`config.mk`:
```
export PLATFORM = sky130hd
export DESIGN_NAME = if_stage_mo_flat
export DESIGN_NICKNAME = d
export VERILOG_FILES = /design/src/rtl/if_stage_mo_if.sv /design/src/rtl/if_stage_mo.sv /design/src/flat_wrapper.sv
export SDC_FILE = /design/constraint.sdc
export NUM_CORES = 1
export LEC_CHECK = 0
export BUFFER_PORTS_ARGS = -buffer_cell sky130_fd_sc_hd__buf_2
export CAP_MARGIN = 10
export CORE_MARGIN = 4
export CORE_UTILIZATION = 45
export DETAILED_ROUTE_END_ITERATION = 7
export MAX_ROUTING_LAYER = met4
export PLACE_DENSITY_LB_ADDON = 0.08
export SETUP_SLACK_MARGIN = 0.3
export SYNTH_ARGS = -nofsm -noshare
export SYNTH_HDL_FRONTEND = slang
export SYNTH_SLANG_ARGS = --single-unit
```
`constraint.sdc`:
```
create_clock -name clk -period 3.9 [get_ports clk]
set_clock_uncertainty 0.2 [all_clocks]
set_input_delay 0.39 -clock clk [delete_from_list [all_inputs] [get_ports clk]]
set_output_delay 0.39 -clock clk [all_outputs]
set_load 0.02 [all_outputs]
```
`src/rtl/if_stage_mo_if.sv`:
```
// Fetch-stage bundle: decode handshake, branch/flush
// inputs and the SRAM-like instruction port.
interface if_stage_mo_if;
  logic        ds_allowin;
  logic [33:0] br_bus;
  logic        fs_flush_pipe;
  logic [31:0] ws_to_fs_bus;
  logic        fs_to_ds_valid;
  logic [64:0] fs_to_ds_bus;
  logic        inst_sram_req;
  logic        inst_sram_wr;
  logic [1:0]  inst_sram_size;
  logic [3:0]  inst_sram_wstrb;
  logic [31:0] inst_sram_addr;
  logic [31:0] inst_sram_wdata;
  logic        inst_sram_addr_ok;
  logic        inst_sram_data_ok;
  logic [31:0] inst_sram_rdata;

  modport master (
    input  ds_allowin,
    input  br_bus,
    input  fs_flush_pipe,
    input  ws_to_fs_bus,
    input  inst_sram_addr_ok,
    input  inst_sram_data_ok,
    input  inst_sram_rdata,
    output fs_to_ds_valid,
    output fs_to_ds_bus,
    output inst_sram_req,
    output inst_sram_wr,
    output inst_sram_size,
    output inst_sram_wstrb,
    output inst_sram_addr,
    output inst_sram_wdata
  );

  modport slave (
    output ds_allowin,
    output br_bus,
    output fs_flush_pipe,
    output ws_to_fs_bus,
    output inst_sram_addr_ok,
    output inst_sram_data_ok,
    output inst_sram_rdata,
    input  fs_to_ds_valid,
    input  fs_to_ds_bus,
    input  inst_sram_req,
    input  inst_sram_wr,
    input  inst_sram_size,
    input  inst_sram_wstrb,
    input  inst_sram_addr,
    input  inst_sram_wdata
  );
endinterface

```
`src/rtl/if_stage_mo.sv`:
```
// Multi-outstanding fetch stage with PC queue and IBUF.
// Optional IF_ADEF_CHECK_EN: misaligned-PC ADEF entries.
module if_stage_mo #(
  parameter logic [31:0] RESET_PC    = 32'h1c000000,
  parameter int          OUTSTANDING = 2,
  parameter int          IBUF_DEPTH  = 4
) (
  input  logic          clk,
  input  logic          reset,
  if_stage_mo_if.master bus
);
  localparam int CW = $clog2(IBUF_DEPTH + 1);
  localparam int QW = (OUTSTANDING > 1) ?
                      $clog2(OUTSTANDING) : 1;
  localparam int BW = (IBUF_DEPTH > 1) ?
                      $clog2(IBUF_DEPTH) : 1;
  localparam logic [CW:0]   DEPTH_S = (CW+1)'(IBUF_DEPTH);
  localparam logic [CW-1:0] DEPTH_C = CW'(IBUF_DEPTH);
  localparam logic [CW-1:0] OUT_C   = CW'(OUTSTANDING);
  localparam logic [QW-1:0] PQ_LAST = QW'(OUTSTANDING - 1);
  localparam logic [BW-1:0] IB_LAST = BW'(IBUF_DEPTH - 1);

  logic [31:0]   r_fetch_pc;
  logic [CW-1:0] r_inflight;
  logic [CW-1:0] r_stale;
  logic [CW-1:0] r_ib_cnt;
  logic [31:0]   r_pcq [OUTSTANDING];
  logic [QW-1:0] r_pq_wr;
  logic [QW-1:0] r_pq_rd;
  logic [64:0]   r_ibuf [IBUF_DEPTH];
  logic [BW-1:0] r_ib_wr;
  logic [BW-1:0] r_ib_rd;

  logic          w_br_stall;
  logic          w_br_redir;
  logic [31:0]   w_br_target;
  logic          w_redirect;
  logic [31:0]   w_target;
  logic          w_full;
  logic          w_credit;
  logic          w_req;
  logic          w_acc;
  logic          w_dok;
  logic          w_deliver;
  logic          w_push;
  logic          w_pop;
  logic [64:0]   w_push_data;
  logic [CW-1:0] w_inflight_nx;
  logic          w_adef;
  logic          w_adef_hold;
  logic          w_adef_push;

  assign w_br_stall  = bus.br_bus[33];
  assign w_br_redir  = bus.br_bus[32];
  assign w_br_target = bus.br_bus[31:0];
  assign w_redirect  = bus.fs_flush_pipe | w_br_redir;
  assign w_target    = bus.fs_flush_pipe ?
                       bus.ws_to_fs_bus : w_br_target;

  assign w_full   = (r_ib_cnt == DEPTH_C);
  assign w_credit = ({1'b0, r_ib_cnt} +
                     {1'b0, r_inflight}) < DEPTH_S;
  assign w_req    = !reset && !w_redirect &&
                    !w_br_stall && !w_adef_hold &&
                    !w_adef && (r_inflight < OUT_C) &&
                    w_credit;
  assign w_acc     = w_req & bus.inst_sram_addr_ok;
  assign w_dok     = bus.inst_sram_data_ok &
                     (r_inflight != '0);
  assign w_deliver = w_dok & (r_stale == '0);
  assign w_push    = (w_deliver | w_adef_push) &
                     !w_redirect;
  assign w_pop     = bus.fs_to_ds_valid & bus.ds_allowin;
  assign w_inflight_nx = r_inflight + CW'(w_acc) -
                         CW'(w_dok);
  assign w_push_data = w_adef_push ?
    {1'b1, 32'h0, r_fetch_pc} :
    {1'b0, bus.inst_sram_rdata, r_pcq[r_pq_rd]};

`ifdef IF_ADEF_CHECK_EN
  logic r_adef_hold;
  assign w_adef      = |r_fetch_pc[1:0];
  assign w_adef_hold = r_adef_hold;
  assign w_adef_push = w_adef && !r_adef_hold &&
                       (r_inflight == '0) &&
                       (r_stale == '0) && !w_full &&
                       !w_redirect && !reset;
  assign bus.inst_sram_addr = r_fetch_pc;

  // one ADEF entry per hold; a redirect re-arms it
  always_ff @(posedge clk) begin
    if (reset || w_redirect) r_adef_hold <= 1'b0;
    else if (w_adef_push)    r_adef_hold <= 1'b1;
  end
`else
  assign w_adef      = 1'b0;
  assign w_adef_hold = 1'b0;
  assign w_adef_push = 1'b0;
  assign bus.inst_sram_addr = {r_fetch_pc[31:2], 2'b00};
`endif

  assign bus.inst_sram_req   = w_req;
  assign bus.inst_sram_wr    = 1'b0;
  assign bus.inst_sram_size  = 2'h2;
  assign bus.inst_sram_wstrb = 4'h0;
  assign bus.inst_sram_wdata = 32'h0;
  assign bus.fs_to_ds_valid  = !reset && !w_redirect &&
                               (r_ib_cnt != '0);
  assign bus.fs_to_ds_bus    = r_ibuf[r_ib_rd];

  // fetch PC: redirect target wins, else step on accept
  always_ff @(posedge clk) begin
    if (reset)           r_fetch_pc <= RESET_PC;
    else if (w_redirect) r_fetch_pc <= w_target;
    else if (w_acc)      r_fetch_pc <= r_fetch_pc + 32'd4;
  end

  // outstanding count and old-path responses to drop
  always_ff @(posedge clk) begin
    if (reset) begin
      r_inflight <= '0;
      r_stale    <= '0;
    end else begin
      r_inflight <= w_inflight_nx;
      if (w_redirect)
        r_stale <= w_inflight_nx;
      else if (w_dok && (r_stale != '0))
        r_stale <= r_stale - 1'b1;
    end
  end

  // PC queue pointers: survive redirects, cleared by reset
  always_ff @(posedge clk) begin
    if (reset) begin
      r_pq_wr <= '0;
      r_pq_rd <= '0;
    end else begin
      if (w_acc)
        r_pq_wr <= (r_pq_wr == PQ_LAST) ?
                   '0 : r_pq_wr + 1'b1;
      if (w_dok)
        r_pq_rd <= (r_pq_rd == PQ_LAST) ?
                   '0 : r_pq_rd + 1'b1;
    end
  end

  // PC queue storage: tag each accepted request
  always_ff @(posedge clk) begin
    if (w_acc) r_pcq[r_pq_wr] <= r_fetch_pc;
  end

  // IBUF pointers/count, squashed by any redirect
  always_ff @(posedge clk) begin
    if (reset || w_redirect) begin
      r_ib_wr  <= '0;
      r_ib_rd  <= '0;
      r_ib_cnt <= '0;
    end else begin
      if (w_push)
        r_ib_wr <= (r_ib_wr == IB_LAST) ?
                   '0 : r_ib_wr + 1'b1;
      if (w_pop)
        r_ib_rd <= (r_ib_rd == IB_LAST) ?
                   '0 : r_ib_rd + 1'b1;
      r_ib_cnt <= r_ib_cnt + CW'(w_push) - CW'(w_pop);
    end
  end

  // IBUF storage
  always_ff @(posedge clk) begin
    if (w_push) r_ibuf[r_ib_wr] <= w_push_data;
  end

  a_ibuf_no_overflow: assert property (
    @(posedge clk) disable iff (reset)
    !(w_push && !w_pop && w_full));
endmodule

```
`src/flat_wrapper.sv`:
```
// flat-port wrapper written by rule: the top's interface ports become plain ports
module if_stage_mo_flat 
#(
  parameter logic [31:0] RESET_PC    = 32'h1c000000,
  parameter int          OUTSTANDING = 2,
  parameter int          IBUF_DEPTH  = 4
)
  (clk, reset, bus_ds_allowin, bus_br_bus, bus_fs_flush_pipe, bus_ws_to_fs_bus, bus_inst_sram_addr_ok, bus_inst_sram_data_ok, bus_inst_sram_rdata, bus_fs_to_ds_valid, bus_fs_to_ds_bus, bus_inst_sram_req, bus_inst_sram_wr, bus_inst_sram_size, bus_inst_sram_wstrb, bus_inst_sram_addr, bus_inst_sram_wdata);
  if_stage_mo_if bus_i ();
  input  logic clk;
  input  logic reset;
  input wire logic [$bits(bus_i.ds_allowin)-1:0] bus_ds_allowin;
  input wire logic [$bits(bus_i.br_bus)-1:0] bus_br_bus;
  input wire logic [$bits(bus_i.fs_flush_pipe)-1:0] bus_fs_flush_pipe;
  input wire logic [$bits(bus_i.ws_to_fs_bus)-1:0] bus_ws_to_fs_bus;
  input wire logic [$bits(bus_i.inst_sram_addr_ok)-1:0] bus_inst_sram_addr_ok;
  input wire logic [$bits(bus_i.inst_sram_data_ok)-1:0] bus_inst_sram_data_ok;
  input wire logic [$bits(bus_i.inst_sram_rdata)-1:0] bus_inst_sram_rdata;
  output wire logic [$bits(bus_i.fs_to_ds_valid)-1:0] bus_fs_to_ds_valid;
  output wire logic [$bits(bus_i.fs_to_ds_bus)-1:0] bus_fs_to_ds_bus;
  output wire logic [$bits(bus_i.inst_sram_req)-1:0] bus_inst_sram_req;
  output wire logic [$bits(bus_i.inst_sram_wr)-1:0] bus_inst_sram_wr;
  output wire logic [$bits(bus_i.inst_sram_size)-1:0] bus_inst_sram_size;
  output wire logic [$bits(bus_i.inst_sram_wstrb)-1:0] bus_inst_sram_wstrb;
  output wire logic [$bits(bus_i.inst_sram_addr)-1:0] bus_inst_sram_addr;
  output wire logic [$bits(bus_i.inst_sram_wdata)-1:0] bus_inst_sram_wdata;
  assign bus_i.ds_allowin = bus_ds_allowin;
  assign bus_i.br_bus = bus_br_bus;
  assign bus_i.fs_flush_pipe = bus_fs_flush_pipe;
  assign bus_i.ws_to_fs_bus = bus_ws_to_fs_bus;
  assign bus_i.inst_sram_addr_ok = bus_inst_sram_addr_ok;
  assign bus_i.inst_sram_data_ok = bus_inst_sram_data_ok;
  assign bus_i.inst_sram_rdata = bus_inst_sram_rdata;
  assign bus_fs_to_ds_valid = bus_i.fs_to_ds_valid;
  assign bus_fs_to_ds_bus = bus_i.fs_to_ds_bus;
  assign bus_inst_sram_req = bus_i.inst_sram_req;
  assign bus_inst_sram_wr = bus_i.inst_sram_wr;
  assign bus_inst_sram_size = bus_i.inst_sram_size;
  assign bus_inst_sram_wstrb = bus_i.inst_sram_wstrb;
  assign bus_inst_sram_addr = bus_i.inst_sram_addr;
  assign bus_inst_sram_wdata = bus_i.inst_sram_wdata;
  if_stage_mo #(.RESET_PC(RESET_PC), .OUTSTANDING(OUTSTANDING), .IBUF_DEPTH(IBUF_DEPTH)) u_core (.clk(clk), .reset(reset), .bus(bus_i));
endmodule
```
==> impl_results.md, run 1 <==
- Internal Power: 7.09 mW
- Max cap viols: 0
- Worst R2R Start: u_core.r_inflight[1]
- R2r endpoint: u_core.r_stale[2]
- Core region area: 33400 um^2
- Setup Fix Bufs, Post-CTS: 0
- Final ANT Viol Nets: 0
- Setup crit end kind: output pin
- Nets: 1243
- IO buf count: 199
- DR vias/cell: 5.23
- Area grow syn2layout: 19.5%
- Critical path type: reg2out
- Synth cell types: 63
- Clk root buf: clkbuf_16
- Outcome: finished, final reports clean
- R2R setup slack: 1.11 ns
- Worst rel slew slack: 28.9%
- CP Data Arrival Time: 2.32 ns
- Post-synth EDFFs: 320
- Mapped Cells: 888
- Total number of vias: 8368
- Worst Min Path Start: bus_ws_to_fs_bus[4]
- Hold path cells: 3
- Global Route Usage Sum: 18.8%
- TritonCTS Sinks: 370
- Hold_ws: 0.0122 ns
- Largest cells by area after synthesis: edfxtp_1, mux4_2, dfxtp_1
- Final hold vios: 0
- Clock-pin slew on the worst setup and hold paths: 0.05 ns
- Final Max Slew Viols: 0
- Clk network pwr share: 39.9%
- Tmin final: 2.91 ns
- CP required: 3.31 ns
- CP Launch Type: flip-flop
- Global-route wire length before repair: 51400 um
- Ys flop type: edfxtp_1
- Die width: 192 um
- Post-synth top area cell: edfxtp_1
- DR pass1 iterations: 4
- Global route overflow: 0
- Flop pwr share: 50.3%
- Worst Tran Pin Value: 1.07 ns
- Vias in the first global route: 8513
- Global placement routability congestion: 0.791
- Asr flop ratio synth: 0%
- Ys Warns: 0
- Post-DP HPWL: 22300 um
- Max Buffers Root-to-Sink: 3
- Power per Cell Area: 508 nW/um^2
- Crit-path max FO: 20
- Sequential share of the synthesized area: 69.7%
- Peak supply drop: 0.281 mV
- ANT cells: 0
- Hold Path Class: in2reg
- Unrepaired setup endpoints after global routing: no
- Htree depth: 2
- Initial Utilization: 45.5%
- Die Y: 192 um
- Antenna violations before repair: 0
- DP Cell Count: 1482
- Hold Buf Count CTS: 46
- Post-synth top area share: 63.1%
- Min-Delay Endpoint: u_core.r_fetch_pc[4]
- Layout cells sized above 1: 33.0%
- Switch share: 23.2%
- Drt drc: 0
- Setup violators final: 0
- Final WL: 33400 um
- Mapped cell area: 15200 um^2
- Worst reg2reg path depth: 10
- Largest net degree at the start of global routing: 65
- Layout Cells excl Fill: 1601
- PostCTS Resize Cnt: 0
- Top Ports: 242
- Initial DRC count: 547
- Top-count cell post-synth: edfxtp_1
- Average size of a mapped cell: 17.1 um^2
- Final worst-path cycle share: 74.7%
- Comb power frac: 9.8%
- Routed len/inst: 20.9 um
- Max Clock Freq: 343 MHz
- Top cells by count, synth: edfxtp_1, buf_4, mux4_2
- Sum Neg Setup Slack: 0 ns
- Yosys reg bits: 370
- Later-pin clock latency in the skew report: 0.52 ns
- CTS tree: done
- Psw: 2.14 mW
- Die ar.: 36800 um^2
- CTS Buf Count: 40
- Leak Pwr: 6.30 nW
- Cell row count: 67
[power groups by stage]
stage / registers (mW) / clock network (mW) / logic [mW]
5_1_grt: 4.67 / 3.96 / 1.00
3_3_place_gp: 4.73 / 0 / 0.863
6_report: 4.64 / 3.69 / 0.901
4_1_cts: 4.65 / 3.77 / 0.910
2_1_floorplan: 4.64 / 0 / 0.687
3_5_place_dp: 4.74 / 0 / 0.867
[sequential cells by signal, indices dropped and copies added, names as in the netlist, named ones only]
signal,cells
u_core.r_ib_rd,2
u_core.r_ibuf,256
u_core.r_inflight,3
u_core.r_stale,3
u_core.r_ib_cnt,3
u_core.r_pq_wr,1
u_core.r_ib_wr,2
u_core.r_pcq,64
u_core.r_fetch_pc,32
u_core.r_pq_rd,1
[metal layers]
layer  up-vias  wire length [um]  part of all wire, %  GRT usage [%]
met5         -                 0                    0              -
met4         0               571                  1.7           4.01
met3        42              1780                  5.3           2.87
met2       280             15300                   46           28.5
met1      4188             15700                   47           27.4
li1       3858                 -                    -              -
[stage by stage]
stage	util [%]	total power [mW]	cell area [um^2]	setup WS, ns
after CTS	54.4	9.33	18200	0.902
after floorplan	-	5.33	15400	0.537
final	54.4	9.23	18200	0.987
after global placement	49.2	5.60	16400	0.969
after global routing	54.4	9.62	18200	0.829
after detailed placement	49.2	5.60	16400	0.940
[worst max path at each step]
stage	end	slack [ns]
floorplan	u_core.r_ibuf[1][0]	0.54
global placement	u_core.r_ib_cnt[2]	0.97
detailed placement	u_core.r_ib_cnt[2]	0.94
CTS	bus_fs_to_ds_bus[21]	0.90
global route	bus_fs_to_ds_bus[59]	0.83
finish	bus_fs_to_ds_bus[21]	0.99
[kinds of logic after synthesis]
| logic type | Yosys count | synth area share (%) |
|---|---|---|
| DFF | 370 | 69.7 |
| xor gates and xnor gates | 16 | 0.921 |
| buffers and inverters | 141 | 5.51 |
| muxes | 106 | 12.5 |
| AOI/OAI and AO/OA | 107 | 4.76 |
| adders and majority gates | 17 | 1.50 |
| other | 2 | 0.0493 |
| and+or+nand+nor | 129 | 5.08 |
[critical path, cell delays in order (launching register included)]
cell,delay (ns)
dfxtp_4,0.65
buf_4,0.39
mux4_2,0.56
buf_2,0.18
[cells in the final DEF, fill, tap and decap left out, types with 12 or more instances in the layout]
master         count
dlygate4sd3_1     46
inv_1             24
nor2_1            27
conb_1            42
mux4_2            64
ha_1              15
edfxtp_1         320
dfxtp_1           47
a21oi_1           24
xnor2_1           13
buf_4             18
mux2_1            20
nand2_1           20
clkbuf_1          12
a22oi_1           17
clkbuf_16         41
buf_2            199
o22ai_1           12
a211oi_1          12
mux2_2            12
[area by class of cell]
type                            count  area [um^2]
Fill cell                        2694        15300
Sequential cell                   370        10600
Multi-Input combinational cell    417         3940
Timing Repair Buffer              268         1690
Clock buffer                       53         1070
Tap cell                          448          561
Clock inverter                     20          206
Inverter                           25         93.8
(Power assumes the default switching activity.)
==> inputs of run 2 (changes only) <==
Clock period 3.9 ns to 2.35 ns, I/O delays scaled along.
==> run 2 against run 1 <==
Core utilization grew 9.6 points. Sequential cell count is the same. Clock power grew 73%. Critical path depth grew 1. Sequential power grew 64%. Global-route usage grew 0.92 points. Total power grew 75%.
==> impl_results.md, run 2 (synthesis results as in run 1) <==
- Outcome: finished, final reports clean
- IO buf count: 199
- Fillers: 2384
- Die width: 192 um
- Worst R2R Start: u_core.r_ib_cnt[1]
- Worst rel slew slack: 61.9%
- Later-pin clock latency in the skew report: 0.51 ns
- CP required: 1.91 ns
- Tmin final: 2.34 ns
- ANT cells: 0
- Most common cell after layout, fill and taps aside: edfxtp_1
- Leak Pwr: 7.74 nW
- Vias in the first global route: 9375
- Final worst-path cycle share: 99.7%
- Global placement routability congestion: 0.806
- CTS tree: done
- Pre-CTS setup slack: -0.0154 ns
- Routed len/inst: 20.8 um
- Worst Tran Pin Value: 0.571 ns
- Worst Min Path Start: bus_br_bus[14]
- Sum Neg Setup Slack: 0 ns
- Die ar.: 36800 um^2
- Nets: 1409
- Cell row count: 67
- Total number of vias: 9093
- Top Usage Layer GRT: met2
- Final ANT Viol Nets: 0
- Post-DP HPWL: 22900 um
- Crit-path max FO: 7
- Biggest regs: u_core.r_ibuf: 256 flops, u_core.r_pcq: 64 flops, u_core.r_fetch_pc: 32 flops
- Hold_ws: 0.0175 ns
- Core region area: 33400 um^2
- DR vias/cell: 5.15
- Global Route Usage Sum: 19.7%
- Area grow syn2layout: 40.7%
- Final hold vios: 0
- Hold Path Class: in2reg
- Top Ports: 242
- Clock-pin slew on the worst setup and hold paths: 0.06 ns
- Antenna violations before repair: 0
- Global route overflow: 0
- Drt drc: 0
- Die Y: 192 um
- Final WL: 36700 um
- Final Power: 16.1 mW
- Met3 Use GR: 3.40%
- Power per Cell Area: 753 nW/um^2
- Post-route cell area: 21400 um^2
- Max cap viols: 0
- CTS Buf Count: 39
- DP Cell Count: 1530
- Max Buffers Root-to-Sink: 3
- Htree depth: 2
- Critical path type: reg2out
- Final Max Slew Viols: 0
- CP Launch Type: flip-flop
- Placed cell area: 17100 um^2
- Clk root buf: clkbuf_16
- Largest Register: u_core.r_ibuf
- Max Clock Freq: 427 MHz
- PnR worst setup slack: 0.00762 ns
- Setup violators final: 0
- CP Data Arrival Time: 1.91 ns
- Global-route wire length before repair: 54200 um
- Largest register FFs: 256
- Met2 GRT Util: 32.8%
- Layout cells sized above 1: 44.5%
- Peak supply drop: 0.468 mV
- Commonest cells after routing, fill and taps aside: edfxtp_1, buf_2, buf_6, dlygate4sd3_1, mux4_2
- DR pass1 iterations: 5
- TritonCTS Sinks: 370
- Initial DRC count: 585
- Largest net degree at the start of global routing: 46
- Initial Utilization: 45.5%
- Unrepaired setup endpoints after global routing: yes
- Final Util: 64.0%
- Layout Cells excl Fill: 1765
- Met1 usage: 26.0%
- Setup crit end kind: output pin
[run 2: report_power, final]
part           internal, mW  switching, mW
logic                  1.01           1.12
registers              7.47          0.128
clock network          3.96           2.43
[run 2: final cells by class]
class / instances / area (um^2) / area share (%)
sequential: 370 / 10600 / 49.7
multi-input combinational: 417 / 4460 / 20.8
timing repair buffer: 435 / 4320 / 20.2
clock buffer: 44 / 1000 / 4.69
tap: 448 / 561 / 2.62
clock inverter: 26 / 335 / 1.57
inverter: 25 / 96.3 / 0.450
[run 2: worst paths after layout]
check / end / slack (ns) / cells past startpoint
setup / recovery: bus_fs_to_ds_bus[44] / 0.008 / 4
setup reg to reg: flip-flop / 0.008 / 14
hold reg to reg: u_core.r_pcq[0][1] / 0.26 / 0
hold / removal: u_core.r_fetch_pc[14] / 0.02 / 4
[run 2: critical path, stage by stage, from the launching register on]
cell and delay (ns):
dfxtp_4 0.41, buf_12 0.16, clkbuf_16 0.17, mux4_2 0.51, buf_6 0.15
[run 2: timing repair]
| item | 4_1_cts | 5_1_grt |
|---|---|---|
| gates cloned | 8 | 13 |
| hold buffers | 87 | 0 |
| pin swaps | 72 | 29 |
| buffers inserted | 35 | 22 |
| endpoints found under the setup margin | 275 | 214 |
| endpoints found under the hold margin | 158 | 0 |
| resized for setup | 147 | 126 |
[run 2: metal layers]
layer | part of all wire [%] | wire length [um] | vias up
met5 | 0 | 0 | -
met4 | 1.2 | 446 | 0
met3 | 5.9 | 2170 | 44
met2 | 51 | 18600 | 297
met1 | 42 | 15500 | 4561
li1 | - | - | 4191
